$ cat src/rtl/ex_mem_pkg.sv
// Shared constants, FSM encoding and stage payload for the EX/MEM pipeline register.
package ex_mem_pkg;

  localparam int unsigned DATA_W      = 16;
  localparam int unsigned REG_W       = 3;
  localparam int unsigned CNT_W       = 4;
  localparam int unsigned TIMEOUT_DEF = 15;

  // Bit 1 doubles as the stall flag and bit 0 as the request strobe.
  localparam logic [1:0] ST_IDLE = 2'b00;
  localparam logic [1:0] ST_WAIT = 2'b10;
  localparam logic [1:0] ST_REQ  = 2'b11;

  typedef struct packed {
    logic [DATA_W-1:0] alu;
    logic [DATA_W-1:0] sdata;
    logic              mem_rd;
    logic              mem_wr;
    logic              mem_to_reg;
    logic              reg_wr;
    logic [REG_W-1:0]  wreg;
  } stage_t;

endpackage

$ cat src/rtl/ex_mem_ctrl.sv
// Memory handshake FSM (IDLE/REQ/WAIT) with WAIT timeout counter and sticky error.
module ex_mem_ctrl
  import ex_mem_pkg::*;
#(
  parameter int unsigned TIMEOUT = TIMEOUT_DEF
) (
  input  logic clk,
  input  logic rst_n,
  input  logic start_i,
  input  logic ack_i,
  output logic mem_req_o,
  output logic stall_o,
  output logic mem_err_o,
  output logic load_en_c_o,
  output logic done_c_o,
  output logic timeout_c_o
);

  logic [1:0]       state_q, state_d;
  logic [CNT_W-1:0] cnt_q, cnt_d;
  logic [CNT_W-1:0] cnt_inc;
  logic             err_q, err_d;

  assign cnt_inc = cnt_q + CNT_W'(1);

  always_comb begin
    state_d     = state_q;
    cnt_d       = cnt_q;
    err_d       = err_q;
    load_en_c_o = 1'b0;
    done_c_o    = 1'b0;
    timeout_c_o = 1'b0;
    case (state_q)
      ST_IDLE: begin
        load_en_c_o = 1'b1;
        if (start_i) state_d = ST_REQ;
      end
      ST_REQ: begin
        cnt_d   = '0;
        state_d = ST_WAIT;
      end
      ST_WAIT: begin
        // An ack on the final allowed cycle still wins over the timeout.
        if (ack_i) begin
          done_c_o = 1'b1;
          state_d  = ST_IDLE;
        end else if (cnt_inc == CNT_W'(TIMEOUT)) begin
          timeout_c_o = 1'b1;
          err_d       = 1'b1;
          cnt_d       = cnt_inc;
          state_d     = ST_IDLE;
        end else begin
          cnt_d = cnt_inc;
        end
      end
      default: state_d = ST_IDLE;
    endcase
  end

  always_ff @(posedge clk or negedge rst_n) begin
    if (!rst_n) begin
      state_q <= ST_IDLE;
      cnt_q   <= '0;
      err_q   <= 1'b0;
    end else begin
      state_q <= state_d;
      cnt_q   <= cnt_d;
      err_q   <= err_d;
    end
  end

  assign mem_req_o = state_q[0];
  assign stall_o   = state_q[1];
  assign mem_err_o = err_q;

endmodule

$ cat src/rtl/ex_mem.sv
// EX/MEM pipeline register that stalls upstream while a load/store handshake is in flight.
module ex_mem
  import ex_mem_pkg::*;
#(
  parameter int unsigned TIMEOUT = TIMEOUT_DEF
) (
  input  logic              clk,
  input  logic              rst,
  input  logic [DATA_W-1:0] aluResult,
  input  logic [DATA_W-1:0] storeData,
  input  logic              memRead,
  input  logic              memWrite,
  input  logic              memToReg,
  input  logic              regWrite,
  input  logic [REG_W-1:0]  writereg,
  input  logic              inValid,
  input  logic              flush,
  input  logic              memAck,
  input  logic [DATA_W-1:0] memRdData,
  output logic [DATA_W-1:0] aluResultOut,
  output logic [DATA_W-1:0] storeDataOut,
  output logic [DATA_W-1:0] memDataOut,
  output logic              memReadOut,
  output logic              memWriteOut,
  output logic              memToRegOut,
  output logic              regWriteOut,
  output logic [REG_W-1:0]  writeregOut,
  output logic              validOut,
  output logic              memReq,
  output logic              stall,
  output logic              memErr
);

  stage_t            stage_q, stage_d;
  logic              valid_q, valid_d;
  logic [DATA_W-1:0] mem_data_q, mem_data_d;
  logic              start_c, load_en_c, done_c, timeout_c;

  assign start_c = inValid & ~flush & (memRead | memWrite);

  ex_mem_ctrl #(.TIMEOUT(TIMEOUT)) u_ctrl (
    .clk         (clk),
    .rst_n       (rst),
    .start_i     (start_c),
    .ack_i       (memAck),
    .mem_req_o   (memReq),
    .stall_o     (stall),
    .mem_err_o   (memErr),
    .load_en_c_o (load_en_c),
    .done_c_o    (done_c),
    .timeout_c_o (timeout_c)
  );

  // Next stage contents; a flush turns the incoming slot into an all-zero bubble.
  always_comb begin
    stage_d.alu        = aluResult;
    stage_d.sdata      = storeData;
    stage_d.mem_rd     = memRead;
    stage_d.mem_wr     = memWrite;
    stage_d.mem_to_reg = memToReg;
    stage_d.reg_wr     = regWrite;
    stage_d.wreg       = writereg;
    if (flush) stage_d = '0;

    valid_d = valid_q;
    if (load_en_c) valid_d = inValid & ~flush;
    if (timeout_c) valid_d = 1'b0;

    mem_data_d = mem_data_q;
    if (load_en_c && flush)         mem_data_d = '0;
    if (done_c && stage_q.mem_rd)   mem_data_d = memRdData;
  end

  always_ff @(posedge clk or negedge rst) begin
    if (!rst)           stage_q <= '0;
    else if (load_en_c) stage_q <= stage_d;
  end

  always_ff @(posedge clk or negedge rst) begin
    if (!rst) begin
      valid_q    <= 1'b0;
      mem_data_q <= '0;
    end else begin
      valid_q    <= valid_d;
      mem_data_q <= mem_data_d;
    end
  end

  assign aluResultOut = stage_q.alu;
  assign storeDataOut = stage_q.sdata;
  assign memReadOut   = stage_q.mem_rd;
  assign memWriteOut  = stage_q.mem_wr;
  assign memToRegOut  = stage_q.mem_to_reg;
  assign regWriteOut  = stage_q.reg_wr;
  assign writeregOut  = stage_q.wreg;
  assign validOut     = valid_q;
  assign memDataOut   = mem_data_q;

endmodule
$ cat config.mk
export PLATFORM = sky130hd
export DESIGN_NAME = ex_mem
export DESIGN_NICKNAME = d
export VERILOG_FILES = /design/src/rtl/ex_mem_pkg.sv /design/src/rtl/ex_mem_ctrl.sv /design/src/rtl/ex_mem.sv
export SDC_FILE = /design/constraint.sdc
export NUM_CORES = 1
export LEC_CHECK = 0
export CORE_MARGIN = 1
export CORE_UTILIZATION = 42
export DETAILED_ROUTE_END_ITERATION = 10
export HOLD_SLACK_MARGIN = 0.02
export MAX_ROUTING_LAYER = met4
export PLACE_DENSITY_LB_ADDON = 0.3
export SLEW_MARGIN = 20
export SYNTH_ARGS = -nofsm -noshare
export SYNTH_HDL_FRONTEND = slang
export SYNTH_SLANG_ARGS = --single-unit
$ cat constraint.sdc
create_clock -name clk -period 2 [get_ports clk]
set_clock_uncertainty 0.05 [all_clocks]
set_input_delay 0.4 -clock clk [delete_from_list [all_inputs] [get_ports clk]]
set_output_delay 0.4 -clock clk [all_outputs]
set_load 0.05 [all_outputs]
== After elaboration in Yosys (flattened, before gate mapping) ==
Cells that the tools add are included.
Widths: inputs -> output; s select.
Cells by class
  add/sub/neg operators: 1
  equality and inequality tests: 6
  mux-type cells: 17
  bitwise gates (word level): 5
  reductions and logical operators: 9
Operators by type and width (count)
  $mux 39: 1
  $mux 16: 2
  $mux 1: 8
  $pmux 4 s2: 1
  $mux 2: 3
  $pmux 2 s3: 1
  $reduce_bool 2->1: 3
  $add 4x1->4 const B: 1
  $eq 2x2->1 const B: 2
  $eq 4x4->1 const B: 1
  $mux 4: 1
  $ne 2x2->1 const B: 2
  $reduce_and 2->1: 2
  $ne 3x2->1 const B: 1
  $reduce_and 3->1: 1
  $and 1x1->1: 2
  $logic_and 1x1->1: 2
  $logic_not 2->1: 1
  $not 1->1: 2
  $or 1x1->1: 1
Word-level totals
  register bits after elaboration: 63
  input bits: 60
  output and inout port bits: 59
  word-level logic and storage cells: 50

== Logic depth before layout (Yosys ltp) ==
Gate-level depths: netlist of the first run.
  depth in word-level cells: 6
  gate-level depth with buffers: 8
  gate-level depth less buffers: 6

== Hierarchy ==
Synthesis of the first run repeated with hierarchy kept, for this count alone.
Second synthesis, totals
  cell total of the unflattened synthesis: 260
  area, all modules: 2773.9 um^2
Modules (own cells, without submodules)
  ex_mem: instances 1, cells an instance 212, area an instance 2324.7 um^2, seq. area each 1401.3 um^2
  ex_mem_ctrl: instances 1, cells an instance 48, area an instance 449.2 um^2, seq. area each 175.2 um^2

== Worst setup path before layout of the first run ==
Ideal clock, no wire load.
  kind: register -> register
  start point: register u_ctrl.state_q[0]
  end point: register u_ctrl.state_q[0]
  arrival: 1.880 ns
  path slack: -0.055 ns
  stages on the path, launching flop included: 7
  buffers on the path: 1
  clock period less this slack: 2.055 ns
  path through: dfrtp_1 > inv_1 > ha_1 > clkbuf_2 > and2b_1 > a32o_2 > mux2_4
On the way
  word-level cells in the longest chain between the ends: 3
  elaborated cells on any way between the ends: 7
  those cells by class: eq/ne: 4; mux: 1; reduce/logical: 2
Ends and longest elaborated chain
  from (decl): RTL line ex_mem_ctrl.sv:19  | logic [1:0] state_q, state_d;
  from (signal assigned): RTL line ex_mem_ctrl.sv:66  | state_q <= state_d;
  $eq 2x2->1 / $logic_not 2->1 (equally long branches): RTL line ex_mem_ctrl.sv:33  | case (state_q)
  $ne 3x2->1 (no source line) / $ne 2x2->1 (equally long branches)
  $reduce_and 2->1 (no source line)
Parallel ways exist; a longest one is shown, timed or not.
A chain may end at the register's enable or synchronous reset.

== Worst setup path in the final report of the first run ==
  start point: register u_ctrl.err_q (netlist: u_ctrl.mem_err_o)
  end point: output port memErr
RTL lines
  from (decl): RTL line ex_mem_ctrl.sv:22  | logic err_q, err_d;
  from (signal assigned): RTL line ex_mem_ctrl.sv:68  | err_q <= err_d;
  to (decl): RTL line ex_mem.sv:31  | output logic memErr
No word-level cell between the ends.

==> flow_summary.toml, run 1 <==
[route]
vias_per_cell = 4.99
met2_length_um = 3020
drt-initial-drc-count = 103
routed_wl_um = 6790
ant_nets = 0
wl_met1_um = 3200
drc = 0
vias = 2290
wire_per_inst_um = 14.8
topRoutingLayerUsed = "met4"
drt-pass1-iter-count = 4
wl_met3_um = 416

[power]
p_int_uw = 3940
clkPwrFrac = 0.142
p_sw_frac = 0.490
powerDensity_mw_per_mm2 = 1820
power_frac_seq = 0.287
power_switching_uw = 3790
pwr-share-comb = 0.571
total_power_uw = 7720
p_leak_uw = 0.00191
peakVddDrop_mv = 1.34

[timing]
finalHoldViolCount = 0
max_freq_ghz = 0.510
rsz0062_at_grt = "no"
min_period_ns = 1.96
period_share = 0.981
tightest_slew_ns = 0.536
finalSetupViolCount = 0
setup_ws_ns = 0.0379
slew_violations = 0
relSlewSlack = 0.642

[synthesis]
netlist_area_mm2 = 0.00277
syn_inst = 258
async_reset_ff_frac = 1.00
avgSynthCellArea_um2 = 10.7
synth_top_flop_cell = "dfrtp_1"
syn_nets = 324
synth_top_area_cell = "dfrtp_1"
synth.top_cell.area_share = 0.569
synth_area_leaders = "dfrtp_1, nand3b_1, o21ai_0"
yosysWarningCount = 0
ys_seq_elements = 63
synth-edff-count = 0
synth.distinct_cells = 30
seq_area_frac_synth = 0.569

[clock_network]
clock_sinks = 63
clockBufferDepth = 2
ctsHoldBuffers = 0
cts_tree = "done"
numCtsBuffers = 9
cts_setup_buffers = 0
cts_resized = 0
htreeDepth = 3
cts-root-buf = "clkbuf_8"
clk_pin_slew_ns = 0.07
insertion_delay_ns = 0.33

[job]
drv_cap = 0

[setup_path]
reg2regPathDepth = 5
slowest_stage = "clkdlybuf4s50_1"
critPathCaptureType = "output pin"
r2r_setup_slack_ns = 0.25
max_stage_delay_ns = 0.81
crit_fanout = 2
reg2reg_to = "u_ctrl.state_q[0]"
critPathRequiredTime_ns = 1.55
arrival_ns = 1.51
crit_chain = "clkdlybuf4s50_1"
start_kind = "flip-flop"
r2r_start = "u_ctrl.state_q[0]"
critPathBufInv = 1
critPathKind = "flip-flop to output pin"
cp_top_family = "buffers and inverters"

[die]
initial_utilization = 0.436
die_w_um = 83.2
ios = 119
fp.coreArea_mm2 = 0.00635
num_rows = 29
die-area_mm2 = 0.00693
die_y_um = 83.2

[finish]
mostFrequentLayoutCells = "clkdlybuf4s50_1, dfrtp_1, o21ai_0"
ff_latch_area_mm2 = 0.00158
final_common_cell = "clkdlybuf4s50_1"
nNetsFinal = 443
syn2layout_area_growth_pct = 52.9
diodes = 0
multiInputGateArea_um2 = 971
fillers = 509
layout-drive-gt1-share = 0.102

[grt]
grt_pass1_vias = 2372
grt_pass1_wl_um = 11600
grt_max_degree = 64
overflow = 0
grt_usage = 0.218
antenna_found_initial = 0

[place]
post-place-ws_ns = -0.00871
dp_hpwl_um = 4540
gp_congestion = 0.808
portBuffers = 118

[outcome]
status = "complete, no violations"

[min_path]
hp-class = "input port to asynchronous set/reset pin"
[routing by layer]
metal / global-route usage / vias up
met3: 0.0467 / 13
met1: 0.297 / 1089
met2: 0.314 / 83
li1: - / 1105
met5: - / -
met4: 0.0956 / 0
[flip-flops by register name, summed over array words and instances (netlist names)]
| signal | flops |
|---|---|
| validOut | 1 |
| memReadOut | 1 |
| u_ctrl.cnt_q | 4 |
| memDataOut | 16 |
| memWriteOut | 1 |
| memToRegOut | 1 |
| u_ctrl.mem_err_o | 1 |
| aluResultOut | 16 |
| regWriteOut | 1 |
| u_ctrl.state_q | 2 |
| storeDataOut | 16 |
| writeregOut | 3 |
[cell usage after synthesis, types with 2 or more instances]
cell / instances
a22o_1: 16
mux2i_1: 2
ha_1: 6
inv_1: 43
xnor2_1: 2
nand3b_1: 39
nand2b_1: 3
buf_2: 3
dfrtp_1: 63
clkbuf_1: 10
o21ai_0: 46
nand2_1: 6
nand4b_1: 2
[metrics by stage]
step,std cells,util,TNS (ns),cell area (um^2),hold slack (ns)
after detailed placement,443,0.633,-0.00871,4020,0.388
after global routing,459,0.667,0,4240,0.0411
final,459,0.667,0,4240,0.0166
after global placement,443,0.633,0,4020,0.391
after floorplan,258,-,0,2770,0.0544
after CTS,459,0.664,0,4220,0.0294
[power by group through the flow]
| stage | registers (uW) | clock network (uW) | logic (uW) |
|---|---|---|---|
| 2_1_floorplan | 4120 | 0 | 1030 |
| 3_3_place_gp | 2220 | 0 | 4340 |
| 3_5_place_dp | 2230 | 0 | 4420 |
| 4_1_cts | 2220 | 1110 | 4440 |
| 5_1_grt | 2310 | 1180 | 4660 |
| 6_report | 2220 | 1090 | 4410 |
[layout make-up]
cell class	count	share of cell area
flip-flops and latches	63	0.372
repair buffers	124	0.291
multi-input cells	136	0.229
inverters	43	0.0381
clock buffers	10	0.0325
well taps	77	0.0227
clock inverters	6	0.0142
[kinds of logic after synthesis]
family,after synthesis,share of synthesized area
xor+xnor,2,0.00632
simple gates,55,0.140
flops,63,0.569
buf+inv,59,0.0844
mux,4,0.0167
compound gates,69,0.156
fa+ha+maj,6,0.0271
[worst max-delay path by stage]
stage                 startpoint          endpoint  slack (ns)  cells past startpoint
6_report        u_ctrl.mem_err_o            memErr        0.04                      1
5_1_grt         storeDataOut[14]  storeDataOut[14]      0.0004                      1
4_1_cts        u_ctrl.state_q[0]            memReq     0.00007                      1
3_5_place_dp              memAck     memDataOut[4]      -0.009                      5
3_3_place_gp               flush     memDataOut[4]        0.08                      4
2_1_floorplan  u_ctrl.state_q[1]     memDataOut[0]        0.07                      7
(Power assumes the default switching activity.)
==> run 2: changes to the inputs <==
--- a/config.mk
+++ b/config.mk
@@ -5,7 +5,7 @@
 export SDC_FILE = /design/constraint.sdc
 export NUM_CORES = 1
 export LEC_CHECK = 0
-export CORE_MARGIN = 1
+export CORE_MARGIN = 4
 export CORE_UTILIZATION = 42
 export DETAILED_ROUTE_END_ITERATION = 10
 export HOLD_SLACK_MARGIN = 0.02
==> run 2 against run 1 <==
Fmax rose by 1.0%. Largest cell class unchanged. Combinational power hardly changed. Total power shrank 0.37%. Non-clock buffer count stayed put. Critical path depth did not move. Register-to-register slack got worse by 0.05 ns.
==> flow_summary.toml, run 2 (synthesis results as in run 1) <==
[outcome]
status = "complete, no violations"

[power]
powerDensity_mw_per_mm2 = 1820
clkPwrFrac = 0.137
power_switching_uw = 3750
p_sw_frac = 0.487
peakVddDrop_mv = 1.14
p_int_uw = 3950
power_frac_seq = 0.290
pwr-share-comb = 0.573
p_leak_uw = 0.00193

[finish]
multiInputGateArea_um2 = 971
utilization = 0.660
mostFrequentLayoutCells = "clkdlybuf4s50_1, dfrtp_1, o21ai_0"
syn2layout_area_growth_pct = 52.1
finalNonFillerCells = 456
layout-drive-gt1-share = 0.106
ff_latch_area_mm2 = 0.00158
nNetsFinal = 443
diodes = 0
final_common_cell = "clkdlybuf4s50_1"
design_area_mm2 = 0.00422
fillers = 516

[setup_path]
cp_top_family = "buffers and inverters"
critPathRequiredTime_ns = 1.55
max_stage_delay_ns = 0.81
critPathCaptureType = "output pin"
start_kind = "flip-flop"
crit_fanout = 2
arrival_ns = 1.49
slowest_stage = "clkdlybuf4s50_1"
critPathKind = "flip-flop to output pin"
critPathBufInv = 1
crit_chain = "clkdlybuf4s50_1"

[clock_network]
cts_resized = 0
clock_sinks = 63
cts_setup_buffers = 0
cts_tree = "done"
htreeDepth = 3
ctsHoldBuffers = 0
cts-root-buf = "clkbuf_8"
numCtsBuffers = 9
clk_pin_slew_ns = 0.07
insertion_delay_ns = 0.32
clockBufferDepth = 2

[route]
ant_nets = 0
wire_per_inst_um = 15.5
vias_per_cell = 5.05
routed_wl_um = 7090
drt-initial-drc-count = 128
drt-pass1-iter-count = 4
vias = 2302
drc = 0

[timing]
hold_ws_ns = 0.0234
slew_violations = 0
period_share = 0.971
max_freq_ghz = 0.515
finalHoldViolCount = 0
tightest_slew_ns = 0.530
relSlewSlack = 0.646
rsz0062_at_grt = "no"
min_period_ns = 1.94
fin_setup_tns_ns = 0
finalSetupViolCount = 0

[place]
portBuffers = 118
gp_congestion = 0.748
dpl_cell_area_mm2 = 0.00401
dp_cells = 443
dp_hpwl_um = 4890

[grt]
grt_usage = 0.189
grt_pass1_wl_um = 11200
antenna_found_initial = 0
grt_pass1_vias = 2311
overflow = 0
grt_max_degree = 64

[die]
initial_utilization = 0.434
die_y_um = 89.2
ios = 119
die_w_um = 89.2
fp.coreArea_mm2 = 0.00639
num_rows = 29
die-area_mm2 = 0.00796

[job]
drv_cap = 0

[min_path]
hp-class = "input port to asynchronous set/reset pin"
## run 2: stage by stage
step | worst slack (ns) | power (uW)
floorplan | 0.0702 | 5150
global placement | 0.0827 | 6560
detailed placement | 0.0278 | 6660
CTS | 0.0110 | 7760
global route | 0.000204 | 8150
finish | 0.0582 | 7690
## run 2: path summary, 6_finish.rpt
path	from	end	slack, ns	cells past startpoint
min in group clk	u_ctrl.mem_err_o	u_ctrl.mem_err_o	0.45	1
setup / recovery	memDataOut[7]	memDataOut[7]	0.06	1
hold reg to reg	u_ctrl.mem_err_o	u_ctrl.mem_err_o	0.45	1
max in group asynchronous	rst	u_ctrl.state_q[0]	1.56	2
setup reg to reg	u_ctrl.state_q[0]	u_ctrl.state_q[0]	0.20	5
hold / removal	rst	storeDataOut[0]	0.02	2
## run 2: layout make-up
class | count | area share
Clock buffer | 12 | 0.0368
Tap cell | 77 | 0.0229
Multi-Input combinational cell | 136 | 0.230
Clock inverter | 1 | 0.00712
Sequential cell | 63 | 0.374
Inverter | 43 | 0.0383
Timing Repair Buffer | 124 | 0.290
## run 2: power groups by stage
| stage | Clock [uW] | Sequential [uW] | Combinational, uW |
|---|---|---|---|
| finish | 1060 | 2230 | 4410 |
| floorplan | 0 | 4120 | 1030 |
| global placement | 0 | 2230 | 4340 |
| CTS | 1100 | 2230 | 4440 |
| global route | 1160 | 2300 | 4680 |
| detailed placement | 0 | 2230 | 4430 |
## run 2: worst reg2reg max path: cells and delay by family (launching register included)
kind | cells | cell delay, ns
simple gates | 1 | 0.23
compound gates | 1 | 0.22
buf+inv | 1 | 0.12
fa+ha+maj | 1 | 0.33
mux | 1 | 0.30
flops | 1 | 0.43
## run 2: layer usage
metal  vias to the layer above  track usage  share of wire
met5                         -            -              0
met4                         0       0.0758          0.011
met3                         8       0.0415          0.082
met2                        95        0.283           0.47
met1                      1099        0.251           0.44
li1                       1100            -              -
